<file path="src/rtl/seq_shifter.sv">
// Sequential barrel-free shifter: one bit per clock, valid/ready on both sides.
// A request is captured in IDLE, shifted in SHIFT and held in DONE until consumed.
module seq_shifter #(
    parameter int WIDTH = 4,
    parameter int SHW   = 2
) (
    input  logic             iClk,
    input  logic             iRst,
    input  logic             iValid,
    output logic             oReady,
    input  logic [WIDTH-1:0] iData,
    input  logic [SHW-1:0]   iAmt,
    input  logic [1:0]       iMode,
    output logic             oValid,
    input  logic             iReady,
    output logic [WIDTH-1:0] oData,
    output logic             oBusy
);

    typedef enum logic [1:0] {
        IDLE  = 2'd0,
        SHIFT = 2'd1,
        DONE  = 2'd2
    } state_t;

    localparam logic [1:0] MODE_LSL = 2'b00;
    localparam logic [1:0] MODE_LSR = 2'b01;
    localparam logic [1:0] MODE_ASR = 2'b10;

    localparam logic [SHW-1:0] CNT_ZERO = '0;
    localparam logic [SHW-1:0] CNT_ONE  = SHW'(1);

    state_t           state_q, state_d;
    logic [SHW-1:0]   cnt_q, cnt_d;
    logic [WIDTH-1:0] work_q, work_d;
    logic [1:0]       mode_q, mode_d;

    // Single-bit step; amounts >= WIDTH fall out naturally from repeating it.
    function automatic logic [WIDTH-1:0] shift_one(input logic [WIDTH-1:0] w,
                                                   input logic [1:0] m);
        logic [WIDTH-1:0] r;
        case (m)
            MODE_LSL: r = {w[WIDTH-2:0], 1'b0};
            MODE_LSR: r = {1'b0, w[WIDTH-1:1]};
            MODE_ASR: r = {w[WIDTH-1], w[WIDTH-1:1]};
            default:  r = {w[WIDTH-2:0], w[WIDTH-1]};
        endcase
        return r;
    endfunction

    // State register with synchronous reset that wins over every handshake input.
    always_ff @(posedge iClk) begin
        if (iRst) begin
            state_q <= IDLE;
            cnt_q   <= CNT_ZERO;
            work_q  <= '0;
            mode_q  <= MODE_LSL;
        end else begin
            state_q <= state_d;
            cnt_q   <= cnt_d;
            work_q  <= work_d;
            mode_q  <= mode_d;
        end
    end

    // Next-state logic: capture in IDLE, step in SHIFT, hold in DONE until consumed.
    always_comb begin
        state_d = state_q;
        cnt_d   = cnt_q;
        work_d  = work_q;
        mode_d  = mode_q;
        case (state_q)
            IDLE: begin
                if (iValid) begin
                    work_d  = iData;
                    cnt_d   = iAmt;
                    mode_d  = iMode;
                    state_d = (iAmt == CNT_ZERO) ? DONE : SHIFT;
                end
            end
            SHIFT: begin
                work_d = shift_one(work_q, mode_q);
                cnt_d  = cnt_q - CNT_ONE;
                if (cnt_q == CNT_ONE) begin
                    state_d = DONE;
                end
            end
            DONE: begin
                if (iReady) begin
                    state_d = IDLE;
                end
            end
            default: begin
                state_d = IDLE;
            end
        endcase
    end

    // Handshake outputs decoded purely from the registered state.
    always_comb begin
        oReady = (state_q == IDLE);
        oValid = (state_q == DONE);
        oBusy  = (state_q != IDLE);
        oData  = work_q;
    end

endmodule

</file>
<file path="config.mk">
export PLATFORM = sky130hd
export DESIGN_NAME = seq_shifter
export DESIGN_NICKNAME = d
export VERILOG_FILES = /design/src/rtl/seq_shifter.sv
export SDC_FILE = /design/constraint.sdc
export NUM_CORES = 1
export LEC_CHECK = 0
export CELL_PAD_IN_SITES_DETAIL_PLACEMENT = 2
export CELL_PAD_IN_SITES_GLOBAL_PLACEMENT = 2
export CORE_AREA = 2 2 53 55
export DETAILED_ROUTE_END_ITERATION = 8
export DIE_AREA = 0 0 55 57
export GPL_TIMING_DRIVEN = 0
export PLACE_DENSITY = 0.85
export SLEW_MARGIN = 20
export SYNTH_ARGS = -nofsm -noshare
export SYNTH_HDL_FRONTEND = slang
export SYNTH_SLANG_ARGS = --single-unit
</file>
<file path="constraint.sdc">
create_clock -name iClk -period 1.5 [get_ports iClk]
set_clock_uncertainty 0.05 [all_clocks]
set_input_delay 0.3 -clock iClk [delete_from_list [all_inputs] [get_ports iClk]]
set_output_delay 0.3 -clock iClk [all_outputs]
set_load 0.02 [all_outputs]
</file>
# Yosys cells after proc, flatten, opt, wreduce, memory -nomap -nowiden
# Index checks and enable logic that the tools add are counted.
# W data, S select, Z words.
word_totals:
  register_bits: 10
  wordCells: 34
classes:
  n_eq_ne: 9
  n_reduce_logical: 9
  add_sub_neg: 1
  muxes: 10
op_table:
  columns: ["cell", "count"]
  rows:
  - ["$pmux W4 S3", 1]
  - ["$mux W2", 5]
  - ["$pmux W4 S2", 1]
  - ["$eq A2 B1 Y1 const B", 3]
  - ["$logic_not A2 Y1", 3]
  - ["$ne A2 B2 Y1 const B", 3]
  - ["$pmux W2 S3", 1]
  - ["$reduce_and A3 Y1", 2]
  - ["$eq A2 B2 Y1 const B", 2]
  - ["$mux W4", 1]
  - ["$pmux W2 S2", 1]
  - ["$reduce_and A2 Y1", 2]
  - ["$reduce_bool A2 Y1", 2]
  - ["$ne A2 B1 Y1 const B", 1]
  - ["$sub A2 B1 Y2 const B", 1]

# Longest topological paths before layout
# Gate-level depths: netlist (run 1).
depth:
  ltp_word: 4
  mapped_depth: 4
  mapped_depth_nobuf: 4

# Worst setup path after synthesis (run 1)
# OpenSTA, ideal clock, no wires.
synth_timing:
  kind: "register to register"
  from: "register mode_q[1]"
  to: "register work_q[0] (netlist: oData[0])"
  stages_incl_launch_ff: 5
  t_required_ns: 1.334
  setup_time_ns: 0.116
  path_slack_ns: 0.112
  period_less_slack_ns: 1.388
  arrival_ns: 1.222
  path_cell_list: "dfxtp_1 > buf_6 > mux2_4 > a221o_1 > a31o_1"
synth_via:
  elab_chain_len: 3
  elab_cells_between_ends: 5
synth_rtl:
  columns: ["item", "line", "text"]
  rows:
  - ["start, declared", "36", "logic [1:0] mode_q, mode_d;"]
  - ["start signal, assigned", "62", "mode_q <= mode_d;"]
  - ["$eq A2 B2 Y1 (tied with other cells)", "42", "case (m)"]
  - ["$pmux W4 S3 *", "42", null]
  - ["$pmux W4 S2 *", "72", "case (state_q)"]
  - ["end signal, assigned", "61", "work_q <= work_d;"]
  - ["end, declared", "35", "logic [WIDTH-1:0] work_q, work_d;"]
# Mark *: on every way between the ends. The rest lies on a longest branch, timed or not.
# A chain may end at the register's enable or synchronous reset.

# Worst setup path after layout (run 1)
# Ends and elaborated chain as after synthesis.

==> results of run 1 <==
## final cells by class
type	instances	area, sq um
timing repair buffer	19	180
multi-input combinational	54	387
tap	31	38.8
fill	313	1750
buffer	2	15.0
clock buffer	3	22.5
sequential	10	208
inverter	4	15.0
## synthesized netlist by cell type, drive strengths merged
cell	count
a21boi	3
a21oi	6
a221o	1
a31o	1
a31oi	2
and3b	2
buf	2
clkbuf	2
dfxtp	10
ha	1
inv	4
mux2	2
mux2i	3
nand2	1
nand2b	1
nand3	2
nand3b	3
nor2	7
nor2b	5
nor3	1
nor3b	2
nor4b	1
o21ai	4
o21ba	1
o21bai	2
o221a	1
or2	1
xnor2	1
## what timing repair did
| item | CTS | global route |
|---|---|---|
| setup buffers | 1 | 0 |
| gates resized for setup | 28 | 4 |
| setup endpoints to repair | 10 | 7 |
| pin swaps | 0 | 0 |
## registers in the layout (all words and copies together) (netlist names)
signal,flops
cnt_q,2
mode_q,2
oData,4
state_q,2
## per-layer routing
layer | wire, um | track usage [%] | part of all wire (%) | vias to the layer above
met5 | 0 | 0 | 0 | -
met4 | 29 | 6.27 | 1.5 | 0
met3 | 90 | 2.36 | 4.8 | 4
met2 | 988 | 23.6 | 52 | 17
met1 | 777 | 14.8 | 41 | 301
li1 | - | - | - | 296
## cell families after synthesis
group / Yosys count / share of synthesized area (%)
DFF: 10 / 32.9
and+or+nand+nor: 26 / 25.1
xor gates and xnor gates: 1 / 1.44
AOI/OAI and AO/OA: 21 / 23.0
buffers and inverters: 8 / 6.36
muxes: 5 / 9.24
adders and majority gates: 1 / 2.05
## stage by stage
stage | power (mW) | hold WS (ns) | setup WS, ns | TNS, ns
final | 0.766 | 0.463 | 0.0472 | 0
after global routing | 0.819 | 0.485 | 0.00698 | 0
after CTS | 0.777 | 0.477 | 0.00531 | 0
after detailed placement | 0.588 | 0.476 | -0.398 | -3.08
after global placement | 0.574 | 0.446 | -0.378 | -2.63
after floorplan | 0.473 | 0.397 | 0.112 | 0
## worst max path at each step
stage | startpoint | endpoint | slack, ns | cells past startpoint
final | mode_q[1] | oData[0] | 0.05 | 4
after global routing | state_q[0] | oReady | 0.007 | 3
after CTS | state_q[1] | oReady | 0.005 | 4
after detailed placement | iValid | mode_q[0] | -0.40 | 4
after global placement | iValid | oData[3] | -0.38 | 4
after floorplan | mode_q[1] | oData[0] | 0.11 | 4
## worst max-delay path: stages, from the launching register on
cell	delay, ns
dfxtp_1	0.32
buf_6	0.12
mux2_4	0.29
a221o_1	0.35
a31o_1	0.21
## where the power goes
group	switching (mW)	internal, mW	total [mW]
logic	0.117	0.133	0.250
registers	0.0386	0.293	0.332
clock network	0.0921	0.0928	0.185
total	0.247	0.519	0.766
==> flow_metrics.py, run 1 <==
metrics = {
    "status": {
        "outcome": "finished clean",
    },
    "worst_setup_path": {
        "reg2reg_slack_ns": 0.05,
        "path_max_fanout": 7,
        "required_ns": 1.61,
        "reg2reg_to": "oData[0]",
        "r2r_start": "mode_q[1]",
        "r2r_cells": 4,
        "critPathArrivalTime_ns": 1.56,
        "path_class": "flop to flop",
        "critPathLaunchType": "flop",
        "end_kind": "flop",
    },
    "global_route": {
        "grt_pass1_wl_mm": 3.01,
        "gr-total-overflow": 0,
        "antenna_found_initial": 0,
        "grt_pass1_vias": 690,
        "grt_max_degree": 12,
        "track_usage_pct": 13.3,
    },
    "finish": {
        "final_cells": 123,
        "fin_nets": 107,
        "final_util_pct": 33.1,
        "drive_gt1_share_pct": 19.6,
        "layout_commonest_cell": "clkdlybuf4s50_1",
        "diodes": 0,
        "finalInstanceArea_sq_um": 866,
        "layout_common_cells": "clkdlybuf4s50_1 (11), dfxtp_1 (8), nor2_1 (7)",
        "area_growth_pct": 42.1,
    },
    "min_path": {
        "min_path_type": "flop to flop",
        "hp-start": "state_q[1]",
        "whs_endpoint": "state_q[0]",
        "holdPathStages": 1,
    },
    "timing": {
        "setup_violations": 0,
        "period_share_pct": 96.9,
        "slew_viol_final": 0,
        "fmax_mhz": 688,
        "rsz0062_at_grt": "false",
        "relSlewSlack_pct": 70.6,
        "hold_viol": 0,
        "tightest_slew_ns": 0.441,
        "min_period_ns": 1.45,
    },
    "cts": {
        "numCtsBuffers": 3,
        "clk_pin_slew_ns": 0.07,
        "cts_htree_levels": 1,
        "postCtsHoldBufs": 0,
        "clock_path_buffers": 2,
        "cts-root-buf": "clkbuf_4",
        "clock_latency_ns": 0.26,
        "cts_tree": "yes",
        "clkSinkCount": 10,
    },
    "flow_run": {
        "drv_cap": 0,
    },
    "yosys": {
        "seq_area_frac_synth_pct": 32.9,
        "syn_area_sq_um": 609,
        "synth_area_leaders": "dfxtp_1 (33%), nor2b_1 (5.1%), a21oi_1 (4.9%)",
        "syn_avg_cell_area_sq_um": 8.46,
        "synth_top_cell_area_share_pct": 32.9,
        "synth_seq_cells": 10,
        "synth_top_cell_by_area": "dfxtp_1",
        "synth_warnings": 0,
        "yosysUniqueCellTypes": 30,
        "syn-num-nets": 85,
        "netlist_instances": 72,
    },
    "place": {
        "place_congestion": 0.716,
        "place_inst": 121,
        "placed_cell_area_sq_um": 828,
        "port_buffers": 18,
        "dp_hpwl_mm": 1.39,
    },
    "power": {
        "power_density_mw_per_mm2": 885,
        "p_leak_nw": 0.344,
        "ir_drop_mv": 0.414,
    },
    "floorplanning": {
        "die_h_um": 57,
        "dieArea_sq_mm": 0.00314,
        "start_util_pct": 23.3,
        "io_pins": 19,
        "coreArea_sq_mm": 0.00262,
        "fp-row-count": 19,
        "die_w_um": 55,
    },
    "route": {
        "drtAntennaViolNets": 0,
        "drt_first_pass_iters": 3,
        "finalWirelength_mm": 1.89,
        "drtIter0Drc": 2,
        "avgRoutedWirePerCell_um": 15.3,
        "drcViolationCount": 0,
        "vias": 618,
        "vias_per_cell": 5.02,
    },
}
Power figures use the tool's default switching activity.
==> run 2: changes to the inputs <==
--- a/config.mk
+++ b/config.mk
@@ -12,6 +12,7 @@
 export DIE_AREA = 0 0 55 57
 export GPL_TIMING_DRIVEN = 0
 export PLACE_DENSITY = 0.85
+export RECOVER_POWER = 25
 export SLEW_MARGIN = 20
 export SYNTH_ARGS = -nofsm -noshare
 export SYNTH_HDL_FRONTEND = slang
==> results of run 2 <==
The final DEF is identical to that of run 1; final timing and power are the same.
